<file path="src/rtl/ofdm_symbol_sequencer.sv">
// ofdm_symbol_sequencer: feeds one byte to the free-running FFT wrapper, captures the
// matching symbol's 16 bins and streams them out one bin per valid/ready beat.
module ofdm_symbol_sequencer #(
    parameter int WORD_SIZE      = 16,
    parameter int DATA_LENGTH    = 8,
    parameter int N_BINS         = 16,
    parameter int SKIP_DONES     = 1,
    parameter int TIMEOUT_CYCLES = 64
) (
    input  logic                            i_clk,
    input  logic                            i_rst,
    input  logic [DATA_LENGTH-1:0]          i_byte,
    input  logic                            i_byte_valid,
    output logic                            o_byte_ready,
    output logic [DATA_LENGTH:0]            o_fft_byte,
    input  logic                            i_fft_done,
    input  logic [N_BINS*2*WORD_SIZE-1:0]   i_bins_flat,
    output logic [WORD_SIZE-1:0]            o_bin_re,
    output logic [WORD_SIZE-1:0]            o_bin_im,
    output logic [3:0]                      o_bin_idx,
    output logic                            o_bin_valid,
    input  logic                            i_bin_ready,
    output logic                            o_bin_last,
    output logic                            o_busy,
    output logic                            o_timeout
);

    localparam int TW = $clog2(TIMEOUT_CYCLES + 1);
    localparam int DW = $clog2(SKIP_DONES + 2);

    typedef enum logic [1:0] {S_IDLE, S_WAIT, S_STREAM} state_t;

    state_t                   state_q, state_d;
    logic [3:0]               idx_q, idx_d;
    logic [TW-1:0]            tcnt_q, tcnt_d;
    logic [DW-1:0]            dcnt_q, dcnt_d;
    logic [DATA_LENGTH-1:0]   byte_q, byte_d;
    logic [2*WORD_SIZE-1:0]   bins_q [N_BINS];
    logic [2*WORD_SIZE-1:0]   sel;
    logic                     capture, timeout, stream;

    always_ff @(posedge i_clk or negedge i_rst) begin
        if (!i_rst) begin
            state_q <= S_IDLE;
            idx_q   <= '0;
            tcnt_q  <= '0;
            dcnt_q  <= '0;
            byte_q  <= '0;
        end else begin
            state_q <= state_d;
            idx_q   <= idx_d;
            tcnt_q  <= tcnt_d;
            dcnt_q  <= dcnt_d;
            byte_q  <= byte_d;
        end
    end

    // Bins are written only on the qualifying done, so the buffer is frozen while streaming.
    always_ff @(posedge i_clk or negedge i_rst) begin
        if (!i_rst) begin
            for (int k = 0; k < N_BINS; k++) bins_q[k] <= '0;
        end else if (capture) begin
            for (int k = 0; k < N_BINS; k++) bins_q[k] <= i_bins_flat[k*2*WORD_SIZE +: 2*WORD_SIZE];
        end
    end

    always_comb begin
        state_d = state_q;
        idx_d   = idx_q;
        tcnt_d  = tcnt_q;
        dcnt_d  = dcnt_q;
        byte_d  = byte_q;
        capture = 1'b0;
        timeout = 1'b0;
        case (state_q)
            S_IDLE: begin
                if (i_byte_valid) begin
                    byte_d  = i_byte;
                    idx_d   = '0;
                    tcnt_d  = '0;
                    dcnt_d  = '0;
                    state_d = S_WAIT;
                end
            end
            S_WAIT: begin
                tcnt_d = tcnt_q + 1'b1;
                dcnt_d = i_fft_done ? dcnt_q + 1'b1 : dcnt_q;
                // A qualifying done on the last allowed cycle takes priority over the timeout.
                if (i_fft_done && dcnt_q == DW'(SKIP_DONES)) begin
                    capture = 1'b1;
                    state_d = S_STREAM;
                end else if (tcnt_q == TW'(TIMEOUT_CYCLES - 1)) begin
                    timeout = 1'b1;
                    state_d = S_IDLE;
                end
            end
            S_STREAM: begin
                if (i_bin_ready) begin
                    idx_d   = (idx_q == 4'(N_BINS - 1)) ? '0 : idx_q + 1'b1;
                    state_d = (idx_q == 4'(N_BINS - 1)) ? S_IDLE : S_STREAM;
                end
            end
            default: state_d = S_IDLE;
        endcase
    end

    assign stream       = (state_q == S_STREAM);
    assign sel          = bins_q[idx_q];
    assign o_byte_ready = (state_q == S_IDLE) && i_rst;
    assign o_fft_byte   = {1'b0, byte_q};
    assign o_bin_valid  = stream;
    assign o_bin_idx    = idx_q;
    assign o_bin_re     = stream ? sel[WORD_SIZE-1:0] : '0;
    assign o_bin_im     = stream ? sel[2*WORD_SIZE-1:WORD_SIZE] : '0;
    assign o_bin_last   = stream && (idx_q == 4'(N_BINS - 1));
    assign o_busy       = (state_q != S_IDLE);
    assign o_timeout    = timeout;

endmodule

</file>
<file path="config.mk">
export PLATFORM = sky130hd
export DESIGN_NAME = ofdm_symbol_sequencer
export DESIGN_NICKNAME = d
export VERILOG_FILES = /design/src/rtl/ofdm_symbol_sequencer.sv
export SDC_FILE = /design/constraint.sdc
export NUM_CORES = 1
export LEC_CHECK = 0
export CORE_MARGIN = 3
export CORE_UTILIZATION = 52
export CTS_CLUSTER_DIAMETER = 60
export DETAILED_ROUTE_END_ITERATION = 8
export GPL_ROUTABILITY_DRIVEN = 0
export PLACE_DENSITY = 0.82
export SLEW_MARGIN = 20
export SYNTH_ARGS = -nofsm -noshare
export SYNTH_HDL_FRONTEND = slang
export SYNTH_SLANG_ARGS = --single-unit
export TNS_END_PERCENT = 1
</file>
<file path="constraint.sdc">
create_clock -name i_clk -period 2.41 [get_ports i_clk]
set_input_delay 0.482 -clock i_clk [delete_from_list [all_inputs] [get_ports i_clk]]
set_output_delay 0.482 -clock i_clk [all_outputs]
set_load 0.01 [all_outputs]
</file>
# == Word level (Yosys, flattened, before mapping) ==
# Index checks and enable logic that the tools add are counted.
# op_classes
add_sub_neg,3
order_cmp,1
eq_ne,9
mux,25
n_bitwise,1
reduce_logical,12
# ops
operator,n
$bmux 32 s4,1
$mux 32,2
$mux 16,2
$mux 2,7
$pmux 7 s2,1
$mux 4,3
$reduce_and 3->1,3
$pmux 4 s2,1
$add 7x1->7 const B,1
$eq 7x6->1 const B,1
$mux 7,1
$ne 2x2->1 const B,3
$pmux 2 s3,1
$reduce_bool 2->1,3
$ge 5x5->1 const B,1
$mux 1,5
$not 4->5,1
$add 4x1->4 const B,1
$eq 2x1->1 const B,2
$eq 4x4->1 const B,1
$pmux 2 s2,1
$reduce_and 2->1,2
$logic_and 1x1->1,3
$ne 3x3->1 const B,1
3 further kinds,3
# totals
register_bits,535
inputBits,525
out_inout_bits,50
elab_cells,72

# == Depth between registers and ports, before layout ==
# Gate-level depths: netlist of run 1.
# logic_depth
depth_word,5
depth_mapped,8
ltp_nobuf,5

# == Worst setup path after synthesis of run 1 ==
# No wires, ideal clock.
# synth_timing
path_type,reg2out
startpoint,reg idx_q[0] (netlist: o_bin_idx[0])
endpoint,out o_bin_im[10]
t_arrival_ps,1655
required_ps,1928
setup_slack_ps,273
stages_incl_launch_ff,7
path_buffers,3
cell_sequence,dfrtp_1 -> buf_2 -> buf_6 -> buf_6 -> mux4_2 -> o211ai_1 -> nand2_1
# synth_between
elab_chain_cells,5
# synth_lines
element,line_no,text
"start, declared",34,"logic [3:0] idx_q, idx_d;"
"start signal, assigned",51,idx_q <= idx_d;
$not 4->5 (not written as such),108,assign sel = bins_q[idx_q];
$bmux 32 s4,108,
$mux 32 (not written as such) (2 in series),108,
$mux 16,114,assign o_bin_im = stream ? sel[2*WORD_SIZE-1:WORD_SIZE] : '0;
"end, declared",19,"output logic [WORD_SIZE-1:0] o_bin_im,"
# No other way between the ends. The select of a mux whose other input is x is not followed.

# == Worst setup path in the final report of run 1 ==
# layout_timing
startpoint,reg idx_q[0] (netlist: o_bin_idx[0])
endpoint,out o_bin_re[7]
# layout_between
elab_chain_cells,5
# layout_lines
element,line_no,text
$not 4->5 (not written as such),108,
$bmux 32 s4,108,
$mux 32 (not written as such) (2 in series),108,
$mux 16,113,assign o_bin_re = stream ? sel[WORD_SIZE-1:0] : '0;
"end, declared",18,"output logic [WORD_SIZE-1:0] o_bin_re,"
# No other way between the ends. The select of a mux whose other input is x is not followed.

==> results.cfg, run 1 <==
[cts]
cts_root_buf = clkbuf_16
cts_made_buffers = 56
cts_tree = done
cts.clk_slew.worst_paths_ps = 70
cts.htree.levels = 2
insertion_delay_ps = 610
cts_sinks = 535
ctsLongestPathBuffers = 3

[floorplanning]
die_h_um = 233
dieArea_um2 = 54200
die_w_um = 233
std_cell_rows = 82
initial_core_util = 0.530
io_pins = 575
core_area_um2 = 50500

[global_routing]
grt_pass1_vias = 18911
grt.overflow.total = 0
grtUsageTotal = 0.297
grt_antenna_before_repair = 18
grt_max_degree = 193
grt_pass1_wl_mm = 121

[synthesis]
syn_area_um2 = 26800
netlist_top_cells_area = dfrtp_1 (50%), mux2_4 (26%), mux2i_1 (7.2%)
synthArstFlopShare = 1.00
netlist.area_leader.share = 0.500
syn_inst = 1686
synth_nets = 2214
synth_edf_count = 0
yosysWarnings = 0
avgSynthCellArea_um2 = 15.9
ys_ff_latch = 535
ys.flop_type = dfrtp_1
yosysTopAreaCell = dfrtp_1
yosysSeqAreaShare = 0.500
yosysUniqueCellTypes = 37

[finish]
drive_gt1_frac = 0.379
finish.net_count = 2858
area_growth_pct = 35.2
fin_cells = 3063

[status]
status = finished with violations
violations = negative setup slack

[placement]
dp_hpwl_mm = 58.1
dp.cells = 2917
portBuffers = 573

[sta]
worstMarginPinSlew_ps = 886
period_share = 1.26
rsz0062_at_grt = true
hold_violations = 0
setup_slack_ps = -629
slew_headroom = 0.409
setup_viol = 33
whs_ps = 477
max_clock_freq_mhz = 329
period_needed_ps = 3040
clock_skew_ps = 31.3
slew_violations = 0

[worst_hold_path]
hp-class = input port to register

[pwr]
max-vdd-ir-drop_mv = 0.714
power_density_nw_per_um2 = 1230
p_leak_nw = 16.7

[setup_path]
cp_num_buf_inv = 3
slowest_stage = dfrtp_4
path_cells = buf_12 > buf_12 > mux4_2 > nand2b_4 > nand3_2 > nand2_1 > dlygate4sd2_1
max_stage_delay_ps = 520
critPathArrivalTime_ps = 2560
crit_path_end_kind = output port
cp_common_cell = buf_12
crit_fanout = 7
critical-path-top-delay-family = buffers and inverters
critPathKind = register to output port
required_ps = 1930
startpoint_type = register

[drt]
firstDrtPassIters = 5
wl_mm = 81.9
vias_per_cell = 5.65
drc = 0
avgRoutedWirePerCell_um = 26.7
vias = 17320
drtIter0Drc = 1190
antenna_left = 0

[run]
drv_cap = 0
==> power by group <==
group | switching (W) | internal, W
clock | 0.00372 | 0.00572
sequential | 0.00301 | 0.0135
combinational | 0.00657 | 0.0120
total | 0.0133 | 0.0313
==> final cells by class <==
type                       instances  area (um2)
fill                            3165       14300
antenna                           15        37.5
tap                              672         841
inverter                           5        18.8
clock buffer                      76        1600
multi-input combinational       1023       12400
sequential                       535       13400
clock inverter                    28         425
timing repair buffer             709        7490
==> sequential cells by signal, indices dropped and copies added (netlist names) <==
signal and cells:
state_q 2, dcnt_q 2, tcnt_q 7, o_bin_idx 4
bins_q 512, byte_q 8
==> cells in the final DEF, fill, tap and decap left out, types with 5 or more instances in the layout <==
cell,count
mux2i_1,190
a22oi_2,15
buf_4,64
o21ai_0,10
a22oi_1,81
clkbuf_1,8
mux2_4,469
nand2b_4,9
buf_16,8
clkdlybuf4s50_1,532
nand2b_1,11
clkbuf_8,12
o211ai_1,15
buf_2,19
buf_6,24
clkinv_2,11
diode_2,15
nand2_1,38
nand3_2,25
dfrtp_1,532
buf_12,47
bufinv_16,10
inv_1,5
mux4_2,32
nand3_1,31
mux2_2,51
clkbuf_16,56
nand2_2,9
==> synth_stat cells, drive strengths merged, types with 2 or more instances <==
master	instances
inv	5
o211ai	15
ha	3
nand2	48
a21oi	2
mux4	32
a22oi	96
buf	95
and2	3
nor2b	4
o31ai	2
nor2	5
clkbuf	28
mux2	520
nand4	2
nand3	60
nand2b	20
dfrtp	535
o21ai	10
mux2i	193
==> logic make-up after synthesis <==
family                   count (synthesis)  share of synthesized area
multiplexers                           745                      0.384
flip-flops                             535                      0.500
AND/OR/NAND/NOR                        145                     0.0266
AO/OA/AOI/OAI                          128                     0.0348
buffers and inverters                  128                     0.0527
adder cells (fa/ha/maj)                  3                    0.00140
other                                    1                   0.000140
XOR/XNOR                                 1                   0.000327
==> stage by stage <==
stage,total power [W],utilization,setup TNS [ps],setup slack (ps),area (um2)
finish,0.0446,0.717,-16800,-629,36200
global route,0.0465,0.717,-19520,-692,36200
CTS,0.0444,0.713,-17980,-636,36000
detailed placement,0.0336,0.661,-8890,-362,33400
global placement,0.0328,0.661,-8500,-347,33400
floorplan,0.0290,-,0,273,26800
==> layer usage <==
layer / wire length, um / vias to the layer above / GRT usage
met5: 100 / - / 0
met4: 2520 / 16 / 0.0995
met3: 6020 / 172 / 0.0711
met2: 39500 / 704 / 0.475
met1: 33800 / 8951 / 0.400
li1: - / 7477 / -
==> worst register-to-register path, cell delays in order, from the launching register on <==
cell and delay [ps]:
dfrtp_1 380, buf_4 150, nor2b_4 160, nand3_4 120, buf_12 210, buf_4 590
mux2_4 400
==> path summary, 6_finish.rpt <==
check,startpoint,endpoint,slack [ps],cells after the start
worst max-delay path,o_bin_idx[0],o_bin_re[7],-630,7
worst min-delay path,i_bins_flat[153],bins_q[377],480,2
worst max register to register,state_q[0],bins_q[24],270,6
worst min register to register,dcnt_q[0],dcnt_q[0],500,1
max in group asynchronous,i_rst,o_bin_idx[1],830,4
min in group asynchronous,i_rst,bins_q[339],550,3
==> what timing repair did <==
action | CTS | global route
endpoints found under the hold margin | 0 | 51
pin swaps | 67 | 27
gates cloned | 5 | 0
hold buffers | 0 | 1
setup buffers | 20 | 1
setup endpoints to repair | 40 | 37
resized for setup | 220 | 37
Note: power is estimated with default switching activity, not from simulation.
==> run 2: changes to the inputs <==
--- a/config.mk
+++ b/config.mk
@@ -6,11 +6,11 @@
 export NUM_CORES = 1
 export LEC_CHECK = 0
 export CORE_MARGIN = 3
-export CORE_UTILIZATION = 52
+export CORE_UTILIZATION = 55
 export CTS_CLUSTER_DIAMETER = 60
 export DETAILED_ROUTE_END_ITERATION = 8
 export GPL_ROUTABILITY_DRIVEN = 0
-export PLACE_DENSITY = 0.82
+export PLACE_DENSITY = 0.87
 export SLEW_MARGIN = 20
 export SYNTH_ARGS = -nofsm -noshare
 export SYNTH_HDL_FRONTEND = slang
==> constraint.sdc (replaced) <==
create_clock -name i_clk -period 3.9 [get_ports i_clk]
set_input_delay 0.78 -clock i_clk [delete_from_list [all_inputs] [get_ports i_clk]]
set_output_delay 0.78 -clock i_clk [all_outputs]
set_load 0.01 [all_outputs]
==> run 2 against run 1 <==
The run now ends clean. Sequential cell count is the same. Total power shrank 41%. First-iteration DRC count grew 14%. Routed wire length shrank 4.1%. Sequential power shrank 38%. Non-clock buffer count shrank 75. Critical path type unchanged. Global-route usage grew 0.45 points. Worst setup slack gained 740 ps. Core utilization grew 0.62 points. Highest routed layer unchanged. Register-to-register slack gained 1300 ps.
==> results.cfg, run 2 (synthesized netlist as in run 1, its figures left out) <==
[run]
drv_cap = 0

[finish]
top_register = bins_q
n_fill_cell = 2983
final_area_um2 = 34700
largestRegisters = bins_q x512, byte_q x8, tcnt_q x7
finish.net_count = 2783
drive_gt1_frac = 0.312
fin_cells = 2939
area_growth_pct = 29.6
layout_common_cells = clkdlybuf4s50_1 (571), dfrtp_1 (532), mux2_4 (469), mux2i_1 (193), a22oi_1 (96)
largest_reg_flops = 512
utilization = 0.723
layout_commonest_cell = clkdlybuf4s50_1

[cts]
cts.clk_slew.worst_paths_ps = 60
cts_tree = done
ctsLongestPathBuffers = 3
cts_made_buffers = 56
insertion_delay_ps = 610
cts_sinks = 535
cts_root_buf = clkbuf_16
cts.htree.levels = 2

[drt]
drc = 0
vias_per_cell = 5.78
vias = 16988
drtIter0Drc = 1353
avgRoutedWirePerCell_um = 26.7
wl_mm = 78.6
antenna_left = 0
firstDrtPassIters = 4

[placement]
dp_slack_ps = 478
portBuffers = 573
dp_hpwl_mm = 56.0
dp.cells = 2801
post_dp_cell_area_um2 = 32600

[setup_path]
r2r_end = bins_q[52]
critical-path-top-delay-family = buffers and inverters
cp_num_buf_inv = 4
crit_fanout = 35
crit_cells = 8
critPathKind = register to output port
max_stage_delay_ps = 580
slowest_stage = clkdlybuf4s50_1
crit_path_end_kind = output port
startpoint_type = register
r2r_setup_slack_ps = 1520
critPathArrivalTime_ps = 3010
path_cells = buf_6 > buf_4 > buf_16 > mux2i_1 > a22oi_1 > nand3_1 > nand2_1 > clkdlybuf4s50_1
r2r_start = state_q[1]
required_ps = 3120
r2r.worst_path.cells = 4

[floorplanning]
dieArea_um2 = 51300
io_pins = 575
die_w_um = 227
core_area_um2 = 47900
die_h_um = 227
initial_core_util = 0.558
std_cell_rows = 80

[pwr]
p_leak_nw = 16.0
finalPower_w = 0.0263
power_density_nw_per_um2 = 758
max-vdd-ir-drop_mv = 0.402

[global_routing]
grtUsageTotal = 0.302
grt_pass1_wl_mm = 116
grt_max_degree = 186
grt_pass1_vias = 18498
grt_antenna_before_repair = 24
grt.overflow.total = 0

[sta]
rsz0062_at_grt = true
setup_viol = 0
slew_violations = 0
max_clock_freq_mhz = 264
setup_slack_ps = 109
period_share = 0.972
hold_violations = 0
clock_skew_ps = 16.1
worstMarginPinSlew_ps = 1070
period_needed_ps = 3790
slew_headroom = 0.287

[worst_hold_path]
hp-class = register to register
min_path_cells = 1
min_to = bins_q[492]
min_from = bins_q[492]

[status]
status = finished clean
-- run 2: changes by cell type in the layout (fill, tap and decap cells not counted), sizes merged --
cell,delta
buf,-104
bufinv,-3
clkbuf,-1
clkdlybuf4s15,-3
clkdlybuf4s50,+39
clkinv,+4
clkinvlp,-2
diode,+7
dlygate4sd2,-4
dlymetal6s2s,-1
inv,+1
-- run 2: power breakdown --
part           switching, W  internal, W  total (W)
logic               0.00372      0.00673     0.0104
clock network       0.00230      0.00331    0.00561
registers           0.00185      0.00836     0.0102
total               0.00788       0.0184     0.0263
-- run 2: how the worst max path moves through the flow --
stage	start	endpoint	slack, ps
after detailed placement	o_bin_idx[2]	o_bin_im[3]	480
final	o_bin_idx[0]	o_bin_im[7]	110
after floorplan	o_bin_idx[0]	o_bin_im[10]	1460
after CTS	o_bin_idx[0]	o_bin_re[14]	-40
after global routing	state_q[1]	o_bin_im[0]	-30
after global placement	o_bin_idx[2]	o_bin_im[3]	490
-- run 2: timing repair --
action,4_1_cts,5_1_grt
pin swaps,0,1
endpoints found under the setup margin,8,13
resized for setup,0,7
hold buffers,1,0
gates cloned,0,0
endpoints found under the hold margin,5,0
setup buffers,6,3
-- run 2: layout make-up --
cell class                 count  area, um2  area share
sequential                   535      13400       0.386
multi-input combinational   1023      12000       0.346
timing repair buffer         634       6500       0.188
clock buffer                  77       1580      0.0456
tap                          615        769      0.0222
clock inverter                28        339     0.00978
antenna                       22       55.1     0.00159
inverter                       5       18.8    0.000541
-- run 2: stage by stage --
| stage | setup TNS [ps] | hold WS [ps] |
|---|---|---|
| after floorplan | 0 | 452 |
| after global placement | 0 | 466 |
| after detailed placement | 0 | 492 |
| after CTS | -114 | 505 |
| after global routing | -31.5 | 518 |
| final | 0 | 505 |
-- run 2: metal layers --
layer,up-vias,global-route usage,routed length (um)
li1,7344,-,-
met1,8799,0.393,32100
met2,657,0.481,37800
met3,170,0.0790,5720
met4,18,0.129,2870
met5,-,0,118
